--- config.mk ---
export PLATFORM = sky130hd
export DESIGN_NAME = eval_rr_arbiter
export DESIGN_NICKNAME = d
export VERILOG_FILES = /design/src/rtl/eval_arb_pkg.sv /design/src/rtl/eval_rr_arbiter_rr_pick.sv /design/src/rtl/eval_rr_arbiter.sv
export SDC_FILE = /design/constraint.sdc
export NUM_CORES = 1
export LEC_CHECK = 0
export CAP_MARGIN = 20
export CORE_UTILIZATION = 39
export CTS_CLUSTER_DIAMETER = 40
export DETAILED_ROUTE_END_ITERATION = 16
export GPL_TIMING_DRIVEN = 0
export PLACE_DENSITY = 0.77
export SLEW_MARGIN = 20
export SYNTH_ARGS = -nofsm -noshare
export SYNTH_HDL_FRONTEND = slang
export SYNTH_SLANG_ARGS = --single-unit
--- constraint.sdc ---
create_clock -name clk -period 1.7 [get_ports clk]
set_input_delay 0.17 -clock clk [delete_from_list [all_inputs] [get_ports clk]]
set_output_delay 0.17 -clock clk [all_outputs]
set_load 0.02 [all_outputs]
--- src/rtl/eval_arb_pkg.sv ---
// ---------------------------------------------------------------------------
// eval_arb_pkg
// Shared types and constants for the round-robin evaluation-unit arbiter.
//   arb_state_t       : arbiter FSM state (IDLE, DRIVE, DONE)
//   DEF_N_REQ         : default number of requesters
//   DEF_SETTLE_CYCLES : default number of cycles unit inputs settle
//   FLD_A..FLD_D      : bit positions of A/B/C/D inside a 4-bit combination
// ---------------------------------------------------------------------------
package eval_arb_pkg;

    typedef enum logic [1:0] {
        ST_IDLE  = 2'd0,
        ST_DRIVE = 2'd1,
        ST_DONE  = 2'd2
    } arb_state_t;

    localparam int DEF_N_REQ         = 4;
    localparam int DEF_SETTLE_CYCLES = 1;

    // A is the select input and sits in the MSB of each slice.
    localparam int FLD_A = 3;
    localparam int FLD_B = 2;
    localparam int FLD_C = 1;
    localparam int FLD_D = 0;

endpackage

--- src/rtl/eval_rr_arbiter_rr_pick.sv ---
// ---------------------------------------------------------------------------
// rr_pick
// Purely combinational round-robin winner selection.
//   i_req    : request vector, one bit per requester
//   i_last   : index of the most recently granted requester
//   o_winner : first requester with its bit set, searching from
//              (i_last+1) mod N_REQ upward with wrap-around
//   o_valid  : high when any request bit is set
// ---------------------------------------------------------------------------
module rr_pick #(
    parameter int N_REQ = 4,
    parameter int IDX_W = 2
) (
    input  logic [N_REQ-1:0] i_req,
    input  logic [IDX_W-1:0] i_last,
    output logic [IDX_W-1:0] o_winner,
    output logic             o_valid
);

    // Walk the offsets from farthest to nearest so the nearest set bit
    // after i_last is the final assignment and therefore wins. Offset
    // N_REQ wraps back to i_last itself, which has the lowest priority.
    always_comb begin
        o_winner = '0;
        o_valid  = 1'b0;
        for (int k = N_REQ; k >= 1; k--) begin
            if (i_req[(int'(i_last) + k) % N_REQ]) begin
                o_winner = IDX_W'((int'(i_last) + k) % N_REQ);
                o_valid  = 1'b1;
            end
        end
    end

endmodule

--- src/rtl/eval_rr_arbiter.sv ---
// ---------------------------------------------------------------------------
// eval_rr_arbiter
// Shares a single combinational evaluation unit (select A, data B/C/D,
// result H) between N_REQ requesters using round-robin arbitration.
//
// Ports:
//   clk, rst_n        : clock (rising edge), synchronous active-low reset
//   req               : level request per requester
//   req_data          : per-requester {A,B,C,D} slice at [4i+3:4i]
//   gnt               : one-hot, high while the winner's data drives the unit
//   done              : one-hot, single-cycle pulse when result is valid
//   result            : registered H of the last completed transaction
//   busy              : high whenever the FSM is not IDLE
//   unit_a..unit_d    : registered inputs to the shared unit
//   unit_h            : combinational output of the shared unit
//   o_dbg_state       : current FSM state, for observation only
//
// Handshake: a requester raises req and holds it level. req/req_data are
// only sampled in IDLE; the winner sees gnt for SETTLE_CYCLES cycles and
// then a one-cycle done, during which result carries its H. Anything the
// requester does to req/req_data after the grant edge is ignored. A req
// still high after done is treated as a fresh request in round-robin order.
// ---------------------------------------------------------------------------
module eval_rr_arbiter
    import eval_arb_pkg::*;
#(
    parameter int N_REQ         = DEF_N_REQ,
    parameter int SETTLE_CYCLES = DEF_SETTLE_CYCLES
) (
    input  logic                 clk,
    input  logic                 rst_n,
    input  logic [N_REQ-1:0]     req,
    input  logic [4*N_REQ-1:0]   req_data,
    output logic [N_REQ-1:0]     gnt,
    output logic [N_REQ-1:0]     done,
    output logic                 result,
    output logic                 busy,
    output logic                 unit_a,
    output logic                 unit_b,
    output logic                 unit_c,
    output logic                 unit_d,
    input  logic                 unit_h,
    output logic [1:0]           o_dbg_state
);

    localparam int IDX_W = $clog2(N_REQ);
    localparam int CNT_W = (SETTLE_CYCLES > 1) ? $clog2(SETTLE_CYCLES) : 1;
    localparam logic [CNT_W-1:0] CNT_LAST = CNT_W'(SETTLE_CYCLES - 1);
    // Reset pointer to the highest index so requester 0 is searched first.
    localparam logic [IDX_W-1:0] LAST_RST = IDX_W'(N_REQ - 1);

    arb_state_t        r_state;
    arb_state_t        w_next_state;
    logic [IDX_W-1:0]  r_last;
    logic [CNT_W-1:0]  r_cnt;
    logic [N_REQ-1:0]  r_gnt;
    logic [N_REQ-1:0]  r_done;
    logic              r_result;
    logic [3:0]        r_unit;

    logic [IDX_W-1:0]  w_winner;
    logic              w_valid;
    logic [3:0]        w_slice;
    logic [N_REQ-1:0]  w_onehot;
    logic              w_settled;

    rr_pick #(
        .N_REQ (N_REQ),
        .IDX_W (IDX_W)
    ) u_pick (
        .i_req    (req),
        .i_last   (r_last),
        .o_winner (w_winner),
        .o_valid  (w_valid)
    );

    assign w_slice   = req_data[4*int'(w_winner) +: 4];
    assign w_onehot  = {{(N_REQ-1){1'b0}}, 1'b1} << w_winner;
    assign w_settled = (r_cnt == CNT_LAST);

    // State register.
    always_ff @(posedge clk) begin
        if (!rst_n) begin
            r_state <= ST_IDLE;
        end else begin
            r_state <= w_next_state;
        end
    end

    // Next-state logic.
    always_comb begin
        w_next_state = r_state;
        case (r_state)
            ST_IDLE:  if (w_valid)   w_next_state = ST_DRIVE;
            ST_DRIVE: if (w_settled) w_next_state = ST_DONE;
            ST_DONE:                 w_next_state = ST_IDLE;
            default:                 w_next_state = ST_IDLE;
        endcase
    end

    // Datapath and output registers.
    always_ff @(posedge clk) begin
        if (!rst_n) begin
            r_last   <= LAST_RST;
            r_cnt    <= '0;
            r_gnt    <= '0;
            r_done   <= '0;
            r_result <= 1'b0;
            r_unit   <= '0;
        end else begin
            case (r_state)
                ST_IDLE: begin
                    if (w_valid) begin
                        r_unit <= w_slice;
                        r_gnt  <= w_onehot;
                        r_last <= w_winner;
                        r_cnt  <= '0;
                    end
                end
                ST_DRIVE: begin
                    if (w_settled) begin
                        r_result <= unit_h;
                        r_gnt    <= '0;
                        // gnt already holds the winner's one-hot bit.
                        r_done   <= r_gnt;
                    end else begin
                        r_cnt <= r_cnt + 1'b1;
                    end
                end
                ST_DONE: begin
                    r_done <= '0;
                end
                default: begin
                    r_gnt  <= '0;
                    r_done <= '0;
                end
            endcase
        end
    end

    assign gnt         = r_gnt;
    assign done        = r_done;
    assign result      = r_result;
    assign busy        = (r_state != ST_IDLE);
    assign unit_a      = r_unit[FLD_A];
    assign unit_b      = r_unit[FLD_B];
    assign unit_c      = r_unit[FLD_C];
    assign unit_d      = r_unit[FLD_D];
    assign o_dbg_state = r_state;

endmodule

==> load_flow_metrics.sql <==
INSERT INTO impl_metrics (metric_group, metric, value, unit) VALUES
('logic_synthesis', 'synth.largest_area_cell', 'dfxtp_1', ''),
('drt', 'drc', '0', ''),
('logic_synthesis', 'synth_top_area_frac', '0.415', ''),
('logic_synthesis', 'mappedNetlistArea', '821', 'µm²'),
('sta', 'timing.fmax', '630', 'MHz'),
('sta', 'worst_pin_slew', '418', 'ps'),
('drt', 'wl_per_cell', '13.1', 'µm'),
('placed_design', 'dpl-instance-area', '1220', 'µm²'),
('sta', 'totalNegativeSetupSlack', '0', 'ps'),
('power', 'pwr_density_cell', '844', 'nW/µm²'),
('power', 'design_power_total', '1070', 'µW'),
('drt', 'drt.antenna.violating_nets', '0', ''),
('drt', 'totalWireLength', '2120', 'µm'),
('final_layout', 'synthToLayoutAreaGrowth', '54.6', '%'),
('power', 'p_switching', '345', 'µW'),
('min_path', 'path_category_of_the_worst_min_delay_check', 'in -> reg', ''),
('clocking', 'cts_hold_buffers', '0', ''),
('run_status', 'outcome', 'complete, no violations', ''),
('sta', 'post-route-period-util', '0.934', ''),
('setup_path', 'worstPathArrival', '1830', 'ps'),
('sta', 'final-max-slew-violation-count', '0', ''),
('placed_design', 'dpl_cells', '155', ''),
('grt', 'globalRouteOverflowTotal', '0', ''),
('power', 'comb_pwr_share', '0.360', ''),
('floorplanning', 'floorplan.die_area', '2290', 'µm²'),
('grt', 'antenna_violations_before_repair', '0', ''),
('floorplanning', 'fp.dieW', '47.9', 'µm'),
('drt', 'vias_per_cell', '5.25', ''),
('clocking', 'worstSkewPairLatency', '300', 'ps'),
('final_layout', 'post_layout_instance_area', '1270', 'µm²'),
('drt', 'drt_first_iter_violations', '21', ''),
('clocking', 'clock-sinks', '17', ''),
('final_layout', 'nets', '158', ''),
('logic_synthesis', 'synth_nets', '114', ''),
('floorplanning', 'area_of_the_core', '1960', 'µm²'),
('final_layout', 'fin_cells', '161', ''),
('clocking', 'numCtsBuffers', '3', ''),
('setup_path', 'crit_type', 'in -> reg', ''),
('clocking', 'cts_tree', 'done', ''),
('sta', 'timing.final.hold_violations', '0', ''),
('power', 'clock_power_share', '0.209', ''),
('placed_design', 'io_buffers', '37', ''),
('sta', 'setup_skew_after_layout', '6.45', 'ps'),
('clocking', 'clockBufferDepth', '2', ''),
('power', 'vdd_drop_max', '700', 'µV'),
('setup_path', 'path_max_fanout', '4', ''),
('placed_design', 'detailed_place_hpwl', '1670', 'µm'),
('drt', 'via_count', '845', ''),
('grt', 'first_global_vias', '705', ''),
('drt', 'detailed_router_iteration_count_before_antenna_repair', '4', ''),
('clocking', 'cts_htree_levels', '1', ''),
('grt', 'grt_start_max_net_pins', '12', ''),
('logic_synthesis', 'synth_area_leaders', 'dfxtp_1, mux2i_1, nand2_1', ''),
('floorplanning', 'design.portCount', '39', ''),
('floorplanning', 'floorplan.initialDensity', '0.418', ''),
('logic_synthesis', 'ys_seq_area_frac', '0.415', ''),
('sta', 'fin_crit', '1590', 'ps'),
('final_layout', 'share_of_layout_cells_above_drive_strength_1', '0.0896', ''),
('grt', 'grt_pass1_wl', '3030', 'µm'),
('clocking', 'clock_transition_at_the_registers_of_the_reported_paths', '100', 'ps'),
('sta', 'grt_setup_unrepaired', 'false', ''),
('final_layout', 'insertedDiodeCount', '0', ''),
('setup_path', 'critPathCaptureType', 'flop', ''),
('job', 'number_of_max_cap_violations', '0', ''),
('logic_synthesis', 'synth_seq_cells', '17', ''),
('sta', 'timing.final.setup_violations', '0', ''),
('floorplanning', 'dieHeight', '47.9', 'µm'),
('clocking', 'clock_root_cell', 'clkbuf_4', ''),
('sta', 'max_slew_margin', '0.721', ''),
('logic_synthesis', 'synthCells', '91', ''),
('power', 'cellInternalPower', '727', 'µW'),
('floorplanning', 'placement_rows', '16', ''),
('logic_synthesis', 'postSynthAreaPerCell', '9.02', 'µm²'),
('setup_path', 'cp_launch_type', 'input pin', ''),
('logic_synthesis', 'synth_cell_type_count', '26', ''),
('placed_design', 'place.gp.congestion', '0.755', ''),
('power', 'cellLeakagePower', '0.000498', 'µW'),
('logic_synthesis', 'ys_warn_count', '0', ''),
('power', 'power.share.sequential', '0.431', ''),
('power', 'power_switching_share', '0.322', ''),
('grt', 'track_usage', '0.193', ''),
('setup_path', 'endpoint_required_time_on_the_critical_path', '1940', 'ps');
layout make-up:
class,count,area (µm²)
well taps,27,33.8
clock buffers,3,22.5
fillers,187,693
plain buffers,4,25.0
clock inverters,1,7.51
flip-flops and latches,17,340
repair buffers,39,384
inverters,2,7.51
multi-input cells,68,448
timing repair:
item / CTS / global route
gates cloned: 0 / 0
setup buffers: 0 / 2
gates resized for setup: 1 / 0
setup endpoints to repair: 1 / 4
pin swaps: 0 / 1
cell families (layout without fill, tap and decap cells):
kind of cell,count (synthesis),in the layout,synth area share
DFF,17,17,0.415
buffers and inverters,6,49,0.0396
and+or+nand+nor,36,36,0.230
muxes,13,13,0.159
AOI/OAI and AO/OA,19,19,0.157
cells in the final DEF, fill, tap and decap left out:
cell	instances
nand3_1	6
o21ai_0	1
buf_2	2
dlygate4sd2_1	1
and2_1	1
buf_6	1
clkinvlp_4	1
nor2_2	1
clkdlybuf4s50_1	36
a21o_1	2
clkbuf_1	1
buf_4	2
o21ai_1	1
or3_1	1
o221ai_1	4
or2_1	1
nor3_4	1
and2b_1	1
nand2b_1	2
nand2_1	12
a21oi_1	7
clkbuf_4	3
nor2_1	6
nand3b_1	4
o211ai_1	1
mux2i_1	13
a211oi_1	1
inv_1	2
a21boi_0	1
dfxtp_1	17
o221a_2	1
state kept, by name, summed over array words and instances (netlist names):
name	cells
result	1
done	4
o_dbg_state	2
gnt	4
r_unit	4
r_last	2
power groups by stage:
| stage | Combinational, µW | Sequential [µW] | Clock, µW |
|---|---|---|---|
| global route | 415 | 466 | 246 |
| finish | 386 | 461 | 224 |
| detailed placement | 378 | 471 | 0 |
| CTS | 377 | 462 | 228 |
| global placement | 371 | 469 | 0 |
| floorplan | 182 | 507 | 0 |
per-stage QoR:
step | utilization | setup WS [ps] | hold WS [ps]
2_1_floorplan | - | 157 | 339
3_3_place_gp | 0.624 | -260 | 461
3_5_place_dp | 0.624 | -293 | 473
4_1_cts | 0.639 | 17.1 | 230
5_1_grt | 0.647 | 30.5 | 268
6_report | 0.647 | 112 | 224
cell usage after synthesis (all sizes together):
cell,n
dfxtp,17
mux2i,13
nand2,12
a21oi,7
nor2,7
nand3,6
nand3b,4
o221ai,4
buf,3
a21o,2
inv,2
nand2b,2
o21ai,2
a211oi,1
a21boi,1
and2,1
and2b,1
clkbuf,1
nor3,1
o211ai,1
o221a,1
or2,1
or3,1
per-layer routing:
metal  up-vias  global-route usage  wire length, µm
li1        414                   -                -
met5         -                   0                0
met2        28               0.295             1080
met1       398               0.254              909
met4         0               0.117               52
met3         5              0.0340               73
worst max-delay path, cell delays in order:
cell and delay (ps):
clkdlybuf4s50_1 540, inv_1 60, a211oi_1 360, nor3_4 110
buf_4 150, or3_1 300, a21oi_1 130
worst paths after layout:
kind / from / end / slack (ps) / cells past startpoint
worst max register to register: r_last[1] / gnt[1] / 130 / 6
worst min-delay path: rst_n / r_last[1] / 220 / 2
worst min register to register: gnt[1] / gnt[1] / 490 / 2
worst max-delay path: req[1] / gnt[1] / 110 / 7
Power figures use the tool's default switching activity.
